===== config.mk =====
export PLATFORM = sky130hd
export DESIGN_NAME = par2ser_gearbox
export DESIGN_NICKNAME = d
export VERILOG_FILES = /design/src/rtl/par2ser_gearbox.sv
export SDC_FILE = /design/constraint.sdc
export NUM_CORES = 1
export LEC_CHECK = 0
export CAP_MARGIN = 40
export CORE_MARGIN = 2
export CORE_UTILIZATION = 55
export DETAILED_ROUTE_END_ITERATION = 10
export PLACE_DENSITY = 0.74
export SYNTH_ARGS = -nofsm -noshare
export SYNTH_HDL_FRONTEND = slang
export SYNTH_SLANG_ARGS = --single-unit

===== constraint.sdc =====
create_clock -name clk_4f -period 5.05 [get_ports clk_4f]
set_clock_uncertainty 0.2 [all_clocks]
set_input_delay 1.01 -clock clk_4f [delete_from_list [all_inputs] [get_ports clk_4f]]
set_output_delay 1.01 -clock clk_4f [all_outputs]
set_load 0.02 [all_outputs]

===== src/rtl/par2ser_gearbox.sv =====
// Parallel-to-narrow-word gearbox: IN_W-bit words are buffered in a small FIFO
// and emitted MSB chunk first, one OUT_W chunk per clk_4f cycle, with fill at word gaps.
module par2ser_gearbox #(
  parameter int unsigned IN_W     = 32,
  parameter int unsigned OUT_W    = 8,
  parameter int unsigned DEPTH    = 4,
  parameter logic [7:0]  IDLE_SYM = 8'hBC
) (
  input  logic                     clk_4f,
  input  logic                     reset,
  input  logic [IN_W-1:0]          data_in,
  input  logic                     valid_in,
  output logic                     ready_out,
  output logic [OUT_W-1:0]         data_out,
  output logic                     valid_out,
  output logic                     sow_out,
  output logic [$clog2(DEPTH):0]   level
);

  localparam int unsigned RATIO = IN_W / OUT_W;
  localparam int unsigned AW    = $clog2(DEPTH);
  localparam int unsigned LW    = AW + 1;
  localparam int unsigned CNT_W = (RATIO > 1) ? $clog2(RATIO) : 1;
  localparam int unsigned REP   = (OUT_W + 7) / 8;

  // Fill symbol replicated from the LSB upward, then cut to the chunk width.
  localparam logic [8*REP-1:0] IDLE_REP = {REP{IDLE_SYM}};
  localparam logic [OUT_W-1:0] IDLE_W   = IDLE_REP[OUT_W-1:0];

  generate
    if (IN_W % OUT_W != 0) begin : g_bad_ratio
      $error("par2ser_gearbox: IN_W must be an integer multiple of OUT_W");
    end
    if ((DEPTH < 2) || ((DEPTH & (DEPTH - 1)) != 0)) begin : g_bad_depth
      $error("par2ser_gearbox: DEPTH must be a power of two >= 2");
    end
  endgenerate

  logic [IN_W-1:0]  mem [DEPTH];
  logic [AW-1:0]    wr_ptr;
  logic [AW-1:0]    rd_ptr;
  logic [IN_W-1:0]  head;
  // Remaining chunks kept MSB-aligned; the low OUT_W bits are always zero,
  // which lets RATIO == 1 share the same shift path.
  logic [IN_W-1:0]  sreg;
  logic [CNT_W-1:0] cnt;
  logic             push;
  logic             pop;

  always_comb begin
    ready_out = !reset && (level < LW'(DEPTH));
    push      = valid_in && ready_out;
    pop       = (cnt == '0) && (level != '0);
    head      = mem[rd_ptr];
  end

  always_ff @(posedge clk_4f) begin
    if (push) begin
      mem[wr_ptr] <= data_in;
    end
  end

  always_ff @(posedge clk_4f) begin
    if (reset) begin
      wr_ptr    <= '0;
      rd_ptr    <= '0;
      level     <= '0;
      cnt       <= '0;
      sreg      <= '0;
      data_out  <= IDLE_W;
      valid_out <= 1'b0;
      sow_out   <= 1'b0;
    end else begin
      if (push) begin
        wr_ptr <= wr_ptr + AW'(1);
      end
      if (pop) begin
        rd_ptr <= rd_ptr + AW'(1);
      end
      case ({push, pop})
        2'b10:   level <= level + LW'(1);
        2'b01:   level <= level - LW'(1);
        default: level <= level;
      endcase

      if (cnt != '0) begin
        data_out  <= sreg[IN_W-1 -: OUT_W];
        sreg      <= sreg << OUT_W;
        cnt       <= cnt - CNT_W'(1);
        valid_out <= 1'b1;
        sow_out   <= 1'b0;
      end else if (pop) begin
        data_out  <= head[IN_W-1 -: OUT_W];
        sreg      <= head << OUT_W;
        cnt       <= CNT_W'(RATIO - 1);
        valid_out <= 1'b1;
        sow_out   <= 1'b1;
      end else begin
        data_out  <= IDLE_W;
        valid_out <= 1'b0;
        sow_out   <= 1'b0;
      end
    end
  end

endmodule


Yosys cells after proc, flatten, opt, wreduce, memory -nomap -nowiden

Memories as Yosys holds them, arrays and structs flattened. A register that Yosys moved wholly into a read port is not among the register bits.
Cells that the tools add are included.

Add/sub/neg operators: 5
Order comparisons: 1
Equal/unequal tests: 2
Multiplexer cells: 13
Reduce and logical (&&, ||, !) cells: 10

Operators by type and width:

| kind                                                               | count |
|---|---|
| 32-bit two-way mux                                                 | 2 |
| 8-bit two-way mux                                                  | 2 |
| 2-bit two-way mux                                                  | 4 |
| 3-bit one-hot mux with 2 select lines                              | 1 |
| 2-bit nonzero test                                                 | 3 |
| 2-bit by 1-bit adder with 2-bit output, second input constant      | 2 |
| 1-bit two-way mux                                                  | 4 |
| 3-bit by 1-bit adder with 3-bit output, second input constant      | 1 |
| 1-bit logical AND                                                  | 3 |
| 3-bit < comparator, second input constant                          | 1 |
| 3-bit nonzero test                                                 | 1 |
| 3-bit by 1-bit subtractor with 3-bit output, second input constant | 1 |
| 2-bit by 1-bit == test with 1-bit output, second input constant    | 1 |
| 2-bit == test, second input constant                               | 1 |
| 2-bit logical NOT                                                  | 1 |
| 2-bit OR reduction                                                 | 1 |
| 2-bit by 1-bit subtractor with 2-bit output, second input constant | 1 |
| 1-bit logical NOT                                                  | 1 |

Register bits: 43
RAM bits: 128
Input port bits: 35
Output and inout port bits: 14
Word-level logic and storage cells: 40
Memories: 1

Memories:

| name | depth | bits a word | read ports | clocked after Yosys merged registers in | write ports | RTL line | text |
|---|---|---|---|---|---|---|---|
| mem  | 4     | 32          | 1          | 1                                       | 1           | 39       | `logic [IN_W-1:0] mem [DEPTH];` |

Logic depth before layout (Yosys ltp)

Gate-level depths: netlist of run 1.

Depth in word-level cells: 5
Mapped depth: 11

Least setup slack after synthesis of run 1

OpenSTA, ideal clock, no wires.

Kind: input to output
Start: input port reset
End: output port ready_out
Arrival time: 1.861 ns
Data required time: 3.840 ns
Setup slack: 1.979 ns
Stages: 4
Path buffers: 3
Cell sequence: buf_2 -> buf_2 -> clkbuf_1 -> nor2_1

Cells in the longest elaborated chain, start to end: 2

Ends and longest elaborated chain:

| item              | RTL line | text |
|---|---|---|
| start, declared   | 10       | `input logic reset,` |
| 1-bit logical NOT | 51       | `ready_out = !reset && (level < LW'(DEPTH));` |
| 1-bit logical AND | 51       |  |
| end, declared     | 13       | `output logic ready_out,` |

No other way between the ends.

Worst setup path after layout of run 1

Same ends and word-level chain as after synthesis.

==> flow_summary.ini, run 1 <==
[status]
status = completed

[floorplanning]
io-pin-count = 49
initial_core_util = 0.559
core_area_mm2 = 0.0119
die_w_um = 114
die_h_um = 114
rows = 40
die-area_mm2 = 0.0130

[layout]
final_cells = 594
nets = 476
final_util = 0.651
num_antenna_cells = 0
nFillCells = 853
layout-drive-gt1-share = 0.201
area_growth_syn_to_layout_pct = 16.6

[worst_setup_path]
cp_data_required_time_ns = 3.84
path_class = primary input to primary output
crit_path_end_kind = primary output
worstPathArrival_ns = 2.13
crit_path_start_kind = primary input
worstPathMaxFanout = 2

[grt]
grt_pass1_vias = 3547
grt_start_max_net_pins = 47
antenna_found_initial = 0
grt_pass1_wl_mm = 18.3
grt_overflow_total = 0
grtUsageTotal = 0.192

[drt]
vias = 3355
vias_per_cell = 5.65
drt_iter0_markers = 322
drt-total-wl_mm = 11.2
routedWlPerCell_um = 18.8
drtPass1Iterations = 4
postRouteAntennaNets = 0
remaining_drc_errors = 0

[logic_synthesis]
yosysWarningCount = 0
syn-cell-area_mm2 = 0.00666
yosysMostFrequentCell = edfxtp_1
synth_cell_type_count = 35
ys_seq_elements = 173
synthArstFlopShare = 0
synth_common_cells = edfxtp_1 (128), nand2_1 (49), dfxtp_1 (45)
synth_area_leaders = edfxtp_1 (58%), dfxtp_1 (14%), mux4_2 (10%)
synth_top_area_frac = 0.577
synth_flop_cell = edfxtp_1
syn_nets = 422
avgSynthCellArea_um2 = 17.5
synth_edf_count = 128
synth_cells = 380
seq_area_frac_synth = 0.713
synth_top_area_cell = edfxtp_1

[sta]
fmax_mhz = 300
min_period_ns = 3.34
finalSetupViolCount = 0
timing.final.hold_violations = 0
setup_tns_ns = 0
whs_ns = 0.264
tightest_slew_ns = 0.648
fin_crit_sh = 0.661
rsz0062_at_grt = no
max_slew_margin = 0.568
slew_violations = 0

[job]
max-cap-violations = 0

[cts]
postCtsSetupRepairBufs = 0
post_cts_resized = 0
cts_tree = done
clk_path_buf_depth = 2
htreeDepth = 4
clock_latency_ns = 0.42
hold_buffers = 0
clock_sink_count = 173
cts_buffers = 17
clk_pin_slew_ns = 0.06
cts-root-buf = clkbuf_16

[placement]
place.gp.congestion = 0.725
placed_cells = 562
port_buffers = 48
dp_hpwl_mm = 6.81

[power]
power.density_mw_per_mm2 = 518
cellLeakagePower_nw = 2.56
peakVddDrop_mv = 0.273

[min_path]
hp-class = register to register
==> power breakdown <==
part	leakage [nW]	total (mW)	internal (mW)	switching [mW]
Clock	0.261	1.15	0.664	0.481
Combinational	0.770	1.05	0.455	0.597
Sequential	1.53	1.83	1.72	0.104
Total	2.56	4.02	2.84	1.18
==> critical path, stage by stage <==
cell and delay, ns:
clkdlybuf4s50_1 0.42, nor2_1 0.09, clkdlybuf4s50_1 0.61
==> worst paths after layout <==
kind	startpoint	end	slack, ns	cells after the start
worst min register to register	sreg[10]$_SDFFE_PP0P_	sreg[10]$_SDFFE_PP0P_	0.26	2
worst max register to register	cnt[0]$_SDFFE_PP0P_	level[2]$_SDFFE_PP0P_	2.25	11
worst max-delay path	reset	ready_out	1.71	3
worst min-delay path	sreg[10]$_SDFFE_PP0P_	sreg[10]$_SDFFE_PP0P_	0.26	2
==> logic make-up (layout without fill, tap and decap cells) <==
family	count (synthesis)	in the layout	share of synthesized area
adder cells (fa/ha/maj)	7	7	0.0143
AO/OA/AOI/OAI	40	40	0.0596
XOR/XNOR	5	5	0.00658
AND/OR/NAND/NOR	89	89	0.0607
multiplexers	33	33	0.111
flip-flops	173	173	0.713
buffers and inverters	33	100	0.0351
==> metrics by stage <==
stage,instance area [um^2],total power [mW],setup slack (ns)
2_1_floorplan,6660,2.66,1.98
3_3_place_gp,7180,2.84,1.45
3_5_place_dp,7230,2.92,1.37
4_1_cts,7760,4.07,1.70
5_1_grt,7760,4.23,1.63
6_report,7760,4.02,1.71
==> layout make-up <==
cell class | count | area, um^2 | share of cell area
clock buffer | 25 | 485 | 0.0626
clock inverter | 7 | 41.3 | 0.00532
inverter | 10 | 37.5 | 0.00484
multi-input combinational | 174 | 1680 | 0.217
sequential | 173 | 4750 | 0.612
tap | 147 | 184 | 0.0237
timing repair buffer | 58 | 583 | 0.0751
==> registers in the layout, indices dropped and copies added, names as in the netlist, named ones only <==
name / flops
cnt: 2
data_out: 8
level: 3
mem: 128
rd_ptr: 2
sow_out: 1
sreg: 24
valid_out: 1
wr_ptr: 2
==> routing by layer <==
layer,global-route usage,vias to the layer above,part of all wire
met5,0,-,0
met4,0.0984,0,0.026
met3,0.0473,25,0.035
met2,0.308,67,0.50
met1,0.246,1698,0.44
li1,-,1565,-
==> layout by cell type, fill, tap and decap left out, drive strengths merged, types with 2 or more instances in the layout <==
| cell | n |
|---|---|
| edfxtp | 128 |
| nand2 | 49 |
| clkdlybuf4s50 | 48 |
| dfxtp | 45 |
| mux4 | 32 |
| nor2 | 26 |
| clkbuf | 25 |
| a311oi | 16 |
| a21oi | 11 |
| inv | 10 |
| buf | 10 |
| ha | 6 |
| clkinv | 6 |
| o32a | 5 |
| and2 | 4 |
| xor2 | 4 |
| nor3b | 4 |
| a21o | 3 |
| o31ai | 2 |
| or3 | 2 |
| nand2b | 2 |
(Power assumes the default switching activity.)
==> run 2, diff against run 1 <==
--- a/config.mk
+++ b/config.mk
@@ -7,9 +7,9 @@
 export LEC_CHECK = 0
 export CAP_MARGIN = 40
 export CORE_MARGIN = 2
-export CORE_UTILIZATION = 55
+export CORE_UTILIZATION = 52
 export DETAILED_ROUTE_END_ITERATION = 10
-export PLACE_DENSITY = 0.74
+export PLACE_DENSITY = 0.73
 export SYNTH_ARGS = -nofsm -noshare
 export SYNTH_HDL_FRONTEND = slang
 export SYNTH_SLANG_ARGS = --single-unit
==> constraint.sdc (replaced) <==
create_clock -name clk_4f -period 2.86 [get_ports clk_4f]
set_clock_uncertainty 0.2 [all_clocks]
set_input_delay 0.572 -clock clk_4f [delete_from_list [all_inputs] [get_ports clk_4f]]
set_output_delay 0.572 -clock clk_4f [all_outputs]
set_load 0.02 [all_outputs]
==> run 2 against run 1 <==
Worst setup slack worse by 1.4 ns. Hold slack got worse by 0.010 ns. Critical path depth unchanged. Via count grew 1.1%. Sequential power grew 76%. Clock power increased by 90%. Critical path type unchanged. Highest routed layer unchanged.
==> flow_summary.ini, run 2 (synthesis gave the netlist of run 1 again) <==
[placement]
place.gp.congestion = 0.717
dp_slack_ns = 0.101
port_buffers = 48
placed_cells = 593
dp_hpwl_mm = 6.97

[grt]
grtUsageTotal = 0.185
antenna_found_initial = 0
grt_pass1_wl_mm = 18.0
grt_overflow_total = 0
grt_pass1_vias = 3468
grt_start_max_net_pins = 46

[layout]
num_antenna_cells = 0
nets = 482
regMostFlops = mem
final_cell_mix = edfxtp_1 (128), nand2_1 (49), clkdlybuf4s50_1 (48), dfxtp_1 (44), mux4_2 (30)
final_util = 0.628
mostFrequentLayoutCell = edfxtp_1
largest_register_ffs = 128
final_cells = 625
layout-drive-gt1-share = 0.212
multi_input_area_mm2 = 0.00168
nFillCells = 916
area_growth_syn_to_layout_pct = 18.5
reg_top3 = mem (128), sreg (24), data_out (8)
regArea_mm2 = 0.00475

[worst_setup_path]
cp_data_required_time_ns = 2.09
crit_path_start_kind = primary input
max_stage_delay_ns = 0.61
crit_slowest_cell = clkdlybuf4s50_1
worst-path-buf-inv = 2
critical-path-top-delay-family = buffers and inverters
path_cells = clkdlybuf4s50_1, nor2_1, clkdlybuf4s50_1
path_class = primary input to primary output
crit_path_end_kind = primary output
worstPathArrival_ns = 1.76
crit_top_cell = clkdlybuf4s50_1
worstPathMaxFanout = 3

[drt]
routedWlPerCell_um = 18.0
postRouteAntennaNets = 0
vias_per_cell = 5.43
drt_iter0_markers = 256
drt-total-wl_mm = 11.3
drtPass1Iterations = 4
remaining_drc_errors = 0
vias = 3393

[cts]
postCtsSetupRepairBufs = 0
cts_buffers = 17
clk_path_buf_depth = 2
clk_pin_slew_ns = 0.06
htreeDepth = 4
clock_sink_count = 173
hold_buffers = 0
cts_tree = done
post_cts_resized = 0
clock_latency_ns = 0.42
cts-root-buf = clkbuf_16

[power]
p_int_mw = 5.19
combPwrFrac = 0.258
peakVddDrop_mv = 0.499
swShare = 0.288
power.density_mw_per_mm2 = 924
cellLeakagePower_nw = 2.61
power_switching_mw = 2.10
p_clk_frac = 0.301
seqPwrFrac = 0.441

[min_path]
hp-class = register to register

[floorplanning]
rows = 41
die_w_um = 117
io-pin-count = 49
core_area_mm2 = 0.0126
initial_core_util = 0.530
die-area_mm2 = 0.0137
die_h_um = 117

[sta]
tightest_slew_ns = 0.842
timing.final.hold_violations = 0
setup_ws_ns = 0.330
max_slew_margin = 0.437
fin_crit_sh = 0.885
whs_ns = 0.254
slew_violations = 0
fmax_mhz = 395
rsz0062_at_grt = no
min_period_ns = 2.53
setup_tns_ns = 0
finalSetupViolCount = 0

[status]
status = completed

[job]
max-cap-violations = 0
-- run 2: final cells by class --
| class | count | area share |
|---|---|---|
| Sequential cell | 173 | 0.601 |
| Tap cell | 172 | 0.0273 |
| Inverter | 10 | 0.00476 |
| Clock buffer | 27 | 0.0663 |
| Multi-Input combinational cell | 174 | 0.213 |
| Timing Repair Buffer | 64 | 0.0802 |
| Clock inverter | 5 | 0.00698 |
-- run 2: final timing paths --
path                              start               endpoint  slack (ns)  cells past startpoint
setup / recovery                  reset              ready_out        0.33                      3
hold / removal    sreg[12]$_SDFFE_PP0P_  sreg[12]$_SDFFE_PP0P_        0.25                      2
setup reg to reg  level[2]$_SDFFE_PP0P_  level[2]$_SDFFE_PP0P_        0.55                      8
hold reg to reg   sreg[12]$_SDFFE_PP0P_  sreg[12]$_SDFFE_PP0P_        0.25                      2
-- run 2: per-layer routing --
metal / routed length, um / vias to the layer above / track usage
met1: 4960 / 1703 / 0.245
met4: 239 / 0 / 0.0737
li1: - / 1586 / -
met5: 0 / - / 0
met2: 5610 / 86 / 0.289
met3: 470 / 18 / 0.0587
-- run 2: power by group through the flow --
stage          Sequential (mW)  Clock (mW)  Combinational, mW
2_1_floorplan             3.29           0               1.40
3_3_place_gp              3.25           0               1.82
3_5_place_dp              3.27           0               1.89
4_1_cts                   3.22        2.24               1.91
5_1_grt                   3.25        2.33               2.09
6_report                  3.22        2.19               1.88
-- run 2: per-stage QoR --
| stage | power [mW] | area [um^2] |
|---|---|---|
| 2_1_floorplan | 4.70 | 6660 |
| 5_1_grt | 7.67 | 7890 |
| 6_report | 7.29 | 7890 |
| 3_5_place_dp | 5.16 | 7310 |
| 3_3_place_gp | 5.07 | 7300 |
| 4_1_cts | 7.36 | 7890 |
-- run 2: worst register-to-register path, delay by kind of cell (launching register included) --
| family | cells | cell delay (ns) |
|---|---|---|
| AO/OA/AOI/OAI | 2 | 0.33 |
| XOR/XNOR | 1 | 0.16 |
| adder cells (fa/ha/maj) | 2 | 0.55 |
| buffers and inverters | 2 | 0.15 |
| flip-flops | 1 | 0.54 |
| AND/OR/NAND/NOR | 1 | 0.31 |
==> run 3, diff against run 2 <==
--- a/config.mk
+++ b/config.mk
@@ -7,9 +7,10 @@
 export LEC_CHECK = 0
 export CAP_MARGIN = 40
 export CORE_MARGIN = 2
-export CORE_UTILIZATION = 52
+export CORE_UTILIZATION = 55
 export DETAILED_ROUTE_END_ITERATION = 10
-export PLACE_DENSITY = 0.73
+export PLACE_DENSITY = 0.74
+export SKIP_CTS_REPAIR_TIMING = 1
 export SYNTH_ARGS = -nofsm -noshare
 export SYNTH_HDL_FRONTEND = slang
 export SYNTH_SLANG_ARGS = --single-unit
==> constraint.sdc (replaced) <==
create_clock -name clk_4f -period 3.15 [get_ports clk_4f]
set_clock_uncertainty 0.2 [all_clocks]
set_input_delay 0.63 -clock clk_4f [delete_from_list [all_inputs] [get_ports clk_4f]]
set_output_delay 0.63 -clock clk_4f [all_outputs]
set_load 0.02 [all_outputs]
==> run 3 against run 2 <==
Critical path depth increased by 1. Global-route usage up 1.5 points. Routed wire length is 3.8% higher. Critical path type unchanged. Critical endpoint unchanged. Largest cell class unchanged.
==> flow_summary.ini, run 3 (synthesis gave the netlist of run 1 again) <==
[status]
status = completed

[drt]
remaining_drc_errors = 0
drt_iter0_markers = 249
vias_per_cell = 5.76
drtPass1Iterations = 4
drt-total-wl_mm = 11.7
routedWlPerCell_um = 19.5
postRouteAntennaNets = 0
vias = 3453

[sta]
fmax_mhz = 356
max_slew_margin = 0.436
finalSetupViolCount = 0
setup_ws_ns = 0.339
setup_tns_ns = 0
rsz0062_at_grt = no
timing.final.hold_violations = 0
min_period_ns = 2.81
tightest_slew_ns = 0.843
slew_violations = 0
fin_crit_sh = 0.892

[floorplanning]
rows = 40
die_w_um = 114
core_area_mm2 = 0.0119
die_h_um = 114
io-pin-count = 49
initial_core_util = 0.559
die-area_mm2 = 0.0130

[worst_setup_path]
crit_path_end_kind = primary output
max_stage_delay_ns = 0.61
cp_data_required_time_ns = 2.32
crit_path_start_kind = primary input
rr_worst_depth = 8
worstPathArrival_ns = 1.98
path_cells = clkdlybuf4s50_1, buf_4, nor2_1, clkdlybuf4s50_1
r2r_end = level[2]$_SDFFE_PP0P_
path_class = primary input to primary output
worstPathMaxFanout = 9
r2r_slack_ns = 0.82
timing.rr.start = level[2]$_SDFFE_PP0P_
crit_slowest_cell = clkdlybuf4s50_1
crit_top_cell = clkdlybuf4s50_1

[min_path]
hold_start = sreg[15]$_SDFFE_PP0P_
hp-class = register to register
whs_path_depth = 2
hold_path_end = sreg[15]$_SDFFE_PP0P_

[cts]
clock_latency_ns = 0.42
cts_tree = done
clk_pin_slew_ns = 0.06
clock_sink_count = 173
htreeDepth = 4
cts-root-buf = clkbuf_16
clk_path_buf_depth = 2
cts_buffers = 17

[layout]
nets = 483
final_cell_mix = edfxtp_1 (128), nand2_1 (49), clkdlybuf4s50_1 (48), dfxtp_1 (44), mux4_2 (30)
stdcell_area_mm2 = 0.00787
largest_register_ffs = 128
regMostFlops = mem
area_growth_syn_to_layout_pct = 18.2
mostFrequentLayoutCell = edfxtp_1
num_antenna_cells = 0
layout-drive-gt1-share = 0.205
reg_top3 = mem (128), sreg (24), data_out (8)
final_util = 0.661

[placement]
dpl_cell_area_mm2 = 0.00728
place.gp.congestion = 0.747
dp_hpwl_mm = 7.11
port_buffers = 48
dp_slack_ns = 0.336

[power]
peakVddDrop_mv = 0.414
cellLeakagePower_nw = 2.62
power_mw = 6.70
power.density_mw_per_mm2 = 852

[grt]
grt_start_max_net_pins = 46
grt_overflow_total = 0
antenna_found_initial = 0
grt_pass1_wl_mm = 19.0
grt_pass1_vias = 3560
grtUsageTotal = 0.200

[job]
max-cap-violations = 0
==> run 3: cell types whose count changed in the layout (fill, tap and decap cells not counted) <==
cell / change
clkbuf_8: -6
clkinv_2: +1
buf_8: -1
clkinvlp_4: -2
clkinv_1: +3
bufinv_16: +3
buf_4: +2
==> run 3: layout make-up <==
class	instances	area (um^2)
Clock buffer	21	440
Clock inverter	10	146
Fill cell	815	4040
Inverter	10	37.5
Multi-Input combinational cell	174	1680
Sequential cell	173	4750
Tap cell	147	184
Timing Repair Buffer	65	633
==> run 3: how the worst max path moves through the flow <==
stage,start,to,depth (start not counted)
final,reset,ready_out,4
after global routing,reset,ready_out,4
after CTS,reset,ready_out,4
after detailed placement,reset,ready_out,4
after global placement,reset,ready_out,4
after floorplan,reset,mem[0][0]$_DFFE_PP_,3
==> run 3: metal layers <==
metal | track usage | share of wire | up-vias
met5 | 0 | 0 | -
li1 | - | - | 1581
met1 | 0.256 | 0.44 | 1765
met3 | 0.0563 | 0.042 | 19
met4 | 0.0780 | 0.021 | 0
met2 | 0.326 | 0.50 | 88
==> run 3: critical path, delay by kind of cell <==
family / cells / cell delay (ns)
AND/OR/NAND/NOR: 1 / 0.09
buffers and inverters: 3 / 1.26
==> run 3: power by group <==
part	total (mW)	switching [mW]	internal, mW
Clock	2.09	0.777	1.31
Sequential	2.94	0.181	2.76
Combinational	1.68	0.959	0.717
Total	6.70	1.92	4.79
==> run 3: metrics by stage <==
stage	hold slack (ns)	std cells
6_report	0.262	600
2_1_floorplan	0.232	380
3_5_place_dp	0.252	569
4_1_cts	0.262	600
5_1_grt	0.293	600
3_3_place_gp	0.247	569
==> patch (settings of run 3) <==
Set the parameter `DEPTH` to 8 (it was 4).
--- a/src/rtl/par2ser_gearbox.sv
+++ b/src/rtl/par2ser_gearbox.sv
@@ -4,5 +4,5 @@
   parameter int unsigned IN_W     = 32,
   parameter int unsigned OUT_W    = 8,
-  parameter int unsigned DEPTH    = 4,
+  parameter int unsigned DEPTH    = 8,
   parameter logic [7:0]  IDLE_SYM = 8'hBC
 ) (
Interface: changed (resized level); port bits go from 49 to 50. The function was not compared with the original's and may differ.
==> patch against run 3 <==
- maximum frequency up 4.8%
- die area up 71%
- final area up 72%
- routed wire length up 90%
- sequential cell count up 132
- final cell count up 71%
- register-to-register slack worse by 0.35 ns
- total power up 55%
- setup slack better by 0.13 ns
- area after synthesis up 74%
- largest power group unchanged
==> patch: results (changes against run 3) <==
| Metric | Value |
|---|---|
| Mean post-synth cell area | 17.7 um2 (+0.89%) |
| NumNets Final | 768 (+59%) |
| Commonest cells post-synth | edfxtp_1, mux2i_1, dfxtp_1 |
| First-pass GRT wire length | 34400 um (+81%) |
| Relative slew slack | 54.3% (+11 points) |
| Filler cell count | 1389 (+70%) |
| EDFF count, synth | 256 (+100%) |
| Met1 Use GR | 28.1% (+2.6 points) |
| Post-DP HPWL | 13800 um (+94%) |
| Slew Viols, Final | 0 (unchanged) |
| Register clock-pin slew on the reported worst setup and hold paths | 0.06 ns (about the same) |
| Vias | 6054 (+75%) |
| DRT Pass-1 Iters | 5 (+1) |
| Total Wirelength | 22300 um (+90%) |
| DP Worst Slack | 0.0319 ns (-0.304 ns) |
| CP arrival | 1.85 ns (-0.13 ns) |
| Crit Path Max Fanout | 3 (-6) |
| Layout cells sized above 1 | 15.8% (-4.8 points) |
| Via density | 5.92 (+2.8%) |
| DP Cell Count | 971 (+71%) |
| CTS Buf Count | 29 (+12) |
| Clock network latency to the later pin of the worst-skew pair | 0.53 ns (+0.11 ns) |
| Pleak | 4.35 nW (+66%) |
| GRT Total Usage | 20.4% (+0.44 points) |
| Clock Tree Buf Depth | 3 (+1) |
| Largest net degree at the start of global routing | 41 (-11%) |
| GRT met2 Usage | 34.8% (+2.2 points) |
| Via count of the first global-routing pass | 6206 (+74%) |
| PortBufs | 49 (+2.1%) |
| Net Count, Synth | 698 (+65%) |
| Seq/Total Area, Yosys | 74.7% (+3.4 points) |
| Initial DRC count | 417 (+67%) |
| H-tree level count | 1 (-3) |
| Status | finished, final reports clean |
| Yosys cell types | 39 (+11%) |
| Final Wtd Congestion | 0.826 (+11%) |
| Post-synth top area share | 66.2% (+8.5 points) |
| Routing usage on met3 | 2.51% (-3.1 points) |
| Main area contributors after synthesis | edfxtp_1, dfxtp_1, mux2i_1 |
| Regs by FF count | mem x256, sreg x24, data_out x8 |
[patch: cell types whose count changed after synthesis, moves of 10 or more]
cell	delta
a22oi_1	+34
nand2_1	-41
a21oi_1	+17
o21ai_0	+19
edfxtp_1	+128
a311oi_2	-14
nor2b_1	+20
mux2i_1	+75
nand3_1	+16
clkbuf_1	+10
[patch: area by class of cell]
class | instances | area [um2] | area share (%)
repair buffers | 78 | 771 | 5.68
inverters | 5 | 18.8 | 0.138
clock inverters | 18 | 193 | 1.42
clock buffers | 34 | 797 | 5.88
flip-flops and latches | 305 | 8670 | 63.9
multi-input cells | 308 | 2770 | 20.4
well taps | 275 | 344 | 2.54
[patch: kinds of logic after synthesis]
kind of cell             after synthesis  share of synthesized area, %
flip-flops                           305                          74.7
multiplexers                         107                          12.5
AO/OA/AOI/OAI                         96                          5.39
AND/OR/NAND/NOR                       93                          4.29
buffers and inverters                 44                          2.10
XOR/XNOR                               6                         0.453
adder cells (fa/ha/maj)                6                         0.647
[patch: per-stage QoR]
stage | instance area, um2 | power (mW)
2_1_floorplan | 11600 | 6.30
3_3_place_gp | 12600 | 6.84
3_5_place_dp | 12600 | 6.94
4_1_cts | 13600 | 10.4
5_1_grt | 13600 | 10.8
6_report | 13600 | 10.4
[patch: worst paths after layout]
path                               start        end  slack [ns]  cells after the start
worst max-delay path               reset  ready_out        0.47                      3
worst min-delay path            sreg[13]   sreg[13]        0.28                      1
worst max register to register  level[0]   level[2]        0.47                      8
worst min register to register  sreg[13]   sreg[13]        0.28                      1
[patch: critical path: stages]
cell and delay [ns]:
clkdlybuf4s50_1 0.45, nor2_1 0.15, clkdlybuf4s50_1 0.62
[patch: report_power, final]
group / switching, mW / internal (mW) / total [mW]
clock: 1.40 / 2.13 / 3.53
sequential: 0.219 / 4.69 / 4.91
combinational: 1.10 / 0.837 / 1.93
[patch: metal layers]
layer  up-vias  part of all wire [%]
met5         -                     0
met4         0                   2.1
met3        38                   4.6
met2       161                    51
met1      3119                    43
li1       2736                     -
